## config.mk

```make
export PLATFORM = sky130hd
export DESIGN_NAME = fp_div_seq
export DESIGN_NICKNAME = d
export VERILOG_FILES = /design/src/rtl/fp_div_seq.sv
export SDC_FILE = /design/constraint.sdc
export NUM_CORES = 1
export LEC_CHECK = 0
export BUFFER_PORTS_ARGS = -buffer_cell sky130_fd_sc_hd__buf_2
export CORE_UTILIZATION = 49
export DETAILED_ROUTE_END_ITERATION = 12
export PLACE_DENSITY = 0.73
export SYNTH_ARGS = -nofsm -noshare
export SYNTH_HDL_FRONTEND = slang
export SYNTH_SLANG_ARGS = --single-unit
```

## constraint.sdc

```tcl
create_clock -name clk_i -period 6.93 [get_ports clk_i]
set_input_delay 1.0395 -clock clk_i [delete_from_list [all_inputs] [get_ports clk_i]]
set_output_delay 1.0395 -clock clk_i [all_outputs]
set_load 0.05 [all_outputs]
```

## src/rtl/fp_div_seq.sv

```systemverilog
// Sequential binary32 divider: radix-2 restoring mantissa division, one quotient bit per clock,
// 27-clock latency. Define FP_DIV_ROUND_EN for round-to-nearest-even; otherwise truncates.
module fp_div_seq #(
   parameter int unsigned DATA_WIDTH = 32
) (
   input  logic                  clk_i,
   input  logic                  rst_i,
   input  logic                  start_i,
   input  logic [DATA_WIDTH-1:0] dataA_i,
   input  logic [DATA_WIDTH-1:0] dataB_i,
   output logic                  ready_o,
   output logic                  valid_o,
   output logic [DATA_WIDTH-1:0] data_o
);

   typedef enum logic [1:0] {StIdle, StDiv, StPack} state_e;
   typedef enum logic [1:0] {SpNone, SpNan, SpInf, SpZero} special_e;

   state_e           state_q;
   special_e         special_q;
   logic             sign_q;
   logic [7:0]       ea_q, eb_q;
   logic [23:0]      mb_q;
   logic [25:0]      rem_q;
   logic [25:0]      quo_q;
   logic [4:0]       cnt_q;
   logic             valid_q;
   logic [31:0]      data_q;

   // Input classification, used only on the accepting edge
   logic [7:0]  a_exp, b_exp;
   logic [22:0] a_frac, b_frac;
   logic        a_nan, b_nan, a_inf, b_inf, a_zero, b_zero;
   special_e    special_in;

   always_comb begin
      a_exp  = dataA_i[30:23];
      b_exp  = dataB_i[30:23];
      a_frac = dataA_i[22:0];
      b_frac = dataB_i[22:0];
      a_nan  = (a_exp == 8'hFF) && (a_frac != 23'd0);
      b_nan  = (b_exp == 8'hFF) && (b_frac != 23'd0);
      a_inf  = (a_exp == 8'hFF) && (a_frac == 23'd0);
      b_inf  = (b_exp == 8'hFF) && (b_frac == 23'd0);
      a_zero = (a_exp == 8'h00);
      b_zero = (b_exp == 8'h00);
      special_in = SpNone;
      if (a_nan || b_nan || (a_zero && b_zero) || (a_inf && b_inf)) begin
         special_in = SpNan;
      end else if (b_zero || a_inf) begin
         special_in = SpInf;
      end else if (a_zero || b_inf) begin
         special_in = SpZero;
      end
   end

   // One restoring step: compare/subtract, then shift for the next bit
   logic [26:0] trial;
   logic        q_bit;
   logic [25:0] rem_sel;
   logic [25:0] rem_next;

   always_comb begin
      trial    = {1'b0, rem_q} - {3'b000, mb_q};
      q_bit    = ~trial[26];
      rem_sel  = q_bit ? trial[25:0] : rem_q;
      rem_next = {rem_sel[24:0], 1'b0};
   end

   // Normalise, optionally round, and pack
   logic signed [9:0] exp_raw, exp_r;
   logic [22:0]       frac_t, frac_r;
   logic [31:0]       pack_result;

`ifdef FP_DIV_ROUND_EN
   logic guard, sticky, round_up, carry;
`else
   logic unused_quo_lsb;
   assign unused_quo_lsb = quo_q[0];
`endif

   always_comb begin
      exp_raw = $signed({2'b00, ea_q}) - $signed({2'b00, eb_q})
                + (quo_q[25] ? 10'sd127 : 10'sd126);
      frac_t  = quo_q[25] ? quo_q[24:2] : quo_q[23:1];
`ifdef FP_DIV_ROUND_EN
      guard    = quo_q[25] ? quo_q[1] : quo_q[0];
      sticky   = (quo_q[25] & quo_q[0]) | (rem_q != 26'd0);
      round_up = guard & (sticky | frac_t[0]);
      {carry, frac_r} = {1'b0, frac_t} + {23'd0, round_up};
      exp_r    = exp_raw + (carry ? 10'sd1 : 10'sd0);
`else
      frac_r = frac_t;
      exp_r  = exp_raw;
`endif
      unique case (special_q)
         SpNan:   pack_result = 32'h7FC0_0000;
         SpInf:   pack_result = {sign_q, 8'hFF, 23'd0};
         SpZero:  pack_result = {sign_q, 31'd0};
         default: begin
            if (exp_raw <= 10'sd0) begin
               pack_result = {sign_q, 31'd0};
            end else if (exp_r >= 10'sd255) begin
               pack_result = {sign_q, 8'hFF, 23'd0};
            end else begin
               pack_result = {sign_q, exp_r[7:0], frac_r};
            end
         end
      endcase
   end

   always_ff @(posedge clk_i) begin
      if (rst_i) begin
         state_q   <= StIdle;
         special_q <= SpNone;
         sign_q    <= 1'b0;
         ea_q      <= 8'd0;
         eb_q      <= 8'd0;
         mb_q      <= 24'd0;
         rem_q     <= 26'd0;
         quo_q     <= 26'd0;
         cnt_q     <= 5'd0;
         valid_q   <= 1'b0;
         data_q    <= 32'd0;
      end else begin
         valid_q <= 1'b0;
         unique case (state_q)
            StIdle: begin
               if (start_i) begin
                  sign_q    <= dataA_i[31] ^ dataB_i[31];
                  ea_q      <= a_exp;
                  eb_q      <= b_exp;
                  rem_q     <= {2'b01, a_frac};
                  mb_q      <= {1'b1, b_frac};
                  quo_q     <= 26'd0;
                  special_q <= special_in;
                  cnt_q     <= 5'd25;
                  state_q   <= StDiv;
               end
            end
            StDiv: begin
               rem_q <= rem_next;
               quo_q <= {quo_q[24:0], q_bit};
               cnt_q <= cnt_q - 5'd1;
               if (cnt_q == 5'd0) begin
                  state_q <= StPack;
               end
            end
            StPack: begin
               data_q  <= pack_result;
               valid_q <= 1'b1;
               state_q <= StIdle;
            end
            default: state_q <= StIdle;
         endcase
      end
   end

   assign ready_o = (state_q == StIdle);
   assign valid_o = valid_q;
   assign data_o  = data_q;

endmodule

```

==> impl_metrics.env <==
export IMPL_drive_above_1_share_pct=15.7
export IMPL_start_kind="register"
export IMPL_synth_most_common_cell="nand2_1"
export IMPL_stdcell_count=1199
export IMPL_r2r_cells=11
export IMPL_die_area_sq_um=15800
export IMPL_synth_compound_area_share_pct=23.9
export IMPL_io_pins=101
export IMPL_netSwitchingPower_mw=1.02
export IMPL_fin_util_pct=58.9
export IMPL_synth_top_family_by_area="compound AO/OA/AOI/OAI gates"
export IMPL_power_density_nw_per_um2=314
export IMPL_cap_violations=0
export IMPL_synth_warnings=0
export IMPL_power_leakage_nw=3.49
export IMPL_hp_class="register to register"
export IMPL_grt_overflow=0
export IMPL_ir_drop_uv=226
export IMPL_place_gp_congestion=0.882
export IMPL_num_antenna_cells=0
export IMPL_min_period_over_period_pct=50.5
export IMPL_ff_latch_area_sq_um=2700
export IMPL_relSlewSlack_pct=24.4
export IMPL_synthArstFlopShare_pct=0
export IMPL_crit_chain="inv_1 -> ha_1 -> fa_1 -> nand2b_1 -> a211oi_1 -> o21ai_1 -> o211ai_2 -> a41o_1 -> and2_1 -> mux2i_1 -> a221oi_1"
export IMPL_drc=0
export IMPL_area_growth_syn_to_layout_pct=15.9
export IMPL_final_setup_viol_count=0
export IMPL_synth_common_cells="176 x nand2_1, 135 x dfxtp_1, 77 x a21oi_1"
export IMPL_cts_hold_buf=0
export IMPL_postCtsSetupBuffers=0
export IMPL_syn_area_sq_um=7500
export IMPL_drt_pass1_iter_count=5
export IMPL_max_freq_mhz=286
export IMPL_dp_cells=1167
export IMPL_report_final_slew_viol_count=0
export IMPL_synthSimpleGateAreaFrac_pct=20.1
export IMPL_layout_setup_ws_ns=3.43
export IMPL_drtAntennaViolNets=0
export IMPL_power_mw=2.73
export IMPL_dpl_cell_area_sq_um=8090
export IMPL_seqPwrFrac_pct=31.7
export IMPL_yosys_top_cells_area="dfxtp_1 36%, nand2_1 8.8%, ha_1 6.7%, a21oi_1 5.1%, mux2i_1 4.4%"
export IMPL_yosys_area_share_xor_xnor_pct=2.92
export IMPL_clk_latency_ns=0.43
export IMPL_multiInputGateArea_sq_um=4400
export IMPL_pre_cts_slack_ns=3.46
export IMPL_clockRootBuffer="clkbuf_16"
export IMPL_hpwl_mm=12.7
export IMPL_path_clk_slew_ns=0.07
export IMPL_worstPathArrival_ns=3.82
export IMPL_vias=6916
export IMPL_cp_slowest_stage_delay_ns=0.85
export IMPL_tightest_slew_ns=1.13
export IMPL_die_w_microns=126
export IMPL_grt_usage_pct=24.0
export IMPL_syn_inst=928
export IMPL_critPathSlowestCell="a41o_1"
export IMPL_die_y_microns=126
export IMPL_first_global_vias=6455
export IMPL_synth_top_area_share_pct=36.0
export IMPL_ys_types=72
export IMPL_p_comb_share_pct=34.5
export IMPL_htreeDepth=4
export IMPL_finalHoldViolCount=0
export IMPL_holdWs_ns=0.444
export IMPL_critical_path_class="register to register"
export IMPL_ys_seq_elements=135
export IMPL_grt_pass1_wl_mm=30.8
export IMPL_clk_path_buf_depth=2
export IMPL_synth_edf_count=0
export IMPL_vias_per_cell=5.77
export IMPL_synth_adder_area_share_pct=7.21
export IMPL_crit_path_end_kind="register"
export IMPL_std_cell_rows=44
export IMPL_worstPathMaxFanout=24
export IMPL_setup_tns_ns=0
export IMPL_wl_mm=18.4
export IMPL_hold_depth=2
export IMPL_ys_seq_area_share_pct=36.0
export IMPL_drt_iter0_markers=468
export IMPL_synth_main_ff_cell="dfxtp_1"
export IMPL_p_sw_share_pct=37.5
export IMPL_nets=1111
export IMPL_rsz0062_at_grt="false"
export IMPL_start_util_pct=50.8
export IMPL_synthMuxAreaShare_pct=4.41
export IMPL_syn_area_per_cell_sq_um=8.08
export IMPL_period_minus_slack_ns=3.50
export IMPL_wl_per_cell_microns=15.3
export IMPL_status="finished clean"
export IMPL_cp_required_ns=7.25
export IMPL_grt_max_degree=84
export IMPL_nFillCells=1374
export IMPL_clock_skew_ns=0.00738
export IMPL_tritoncts="done"
export IMPL_port_buffer_count=100
export IMPL_p_clk_share_pct=33.8
export IMPL_cts_resized=0
export IMPL_synth_area_leader_cell="dfxtp_1"
export IMPL_antenna_found_initial=0
export IMPL_cts_buffers=17
export IMPL_syn_nets=1037
export IMPL_cts_sinks=135
export IMPL_coreArea_sq_um=14800
export IMPL_final_area_sq_um=8690
export IMPL_power_internal_mw=1.71
worst max-delay path: cells and delay by family (launching register included):
family          cells  cell delay [ns]
mux                 1             0.07
fa+ha+maj           2             0.60
simple gates        2             0.41
flops               1             0.35
compound gates      5             1.92
buf+inv             1             0.05
power by group through the flow:
stage,clock (mW),sequential (mW),combinational (mW)
floorplan,0,0.881,0.729
global placement,0,0.882,0.912
detailed placement,0,0.884,0.921
CTS,0.933,0.867,0.937
global route,0.972,0.873,1.05
finish,0.923,0.867,0.943
state kept, by name (all words and copies together), names as in the netlist:
register and count:
quo_q 26, state_q 2, eb_q 8, rem_q 26
ea_q 8, mb_q 24, valid_o 1, cnt_q 5
special_q 2, sign_q 1, data_o 32
kinds of logic (layout without fill, tap and decap cells):
kind of cell / Yosys count / count (layout)
AOI/OAI and AO/OA: 261 / 261
and+or+nand+nor: 328 / 328
adders and majority gates: 42 / 42
muxes: 33 / 33
buffers and inverters: 104 / 191
DFF: 135 / 135
xor gates and xnor gates: 25 / 25
cell type report:
class                           count  share of cell area [%]
Inverter                           50                    2.16
Sequential cell                   135                    31.1
Tap cell                          184                    2.65
Multi-Input combinational cell    689                    50.6
Clock buffer                       17                    4.89
Timing Repair Buffer              109                    6.54
Clock inverter                     15                    2.09
metal layers:
metal  routed length [microns]  track usage (%)  vias to the layer above
met3                      1030             5.27                       18
met4                       196             6.46                        0
li1                          -                -                     3479
met2                      8430             39.0                      187
met1                      8730             32.1                     3232
met5                         0                0                        -
path summary, 6_finish.rpt:
path / slack, ns / startpoint / endpoint
worst max-delay path: 3.43 / rem_q[0] / rem_q[20]
worst min register to register: 0.44 / data_o[12] / data_o[12]
worst max register to register: 3.43 / rem_q[0] / rem_q[20]
worst min-delay path: 0.44 / data_o[12] / data_o[12]
layout by cell type, fill, tap and decap left out, types with 20 or more instances in the layout:
cell / instances
nand2_1: 175
dfxtp_1: 135
buf_2: 100
a21oi_1: 77
inv_1: 50
nor2_1: 47
ha_1: 40
mux2i_1: 33
o21ai_1: 29
a22o_1: 26
a311oi_1: 20
Power figures use the tool's default switching activity.
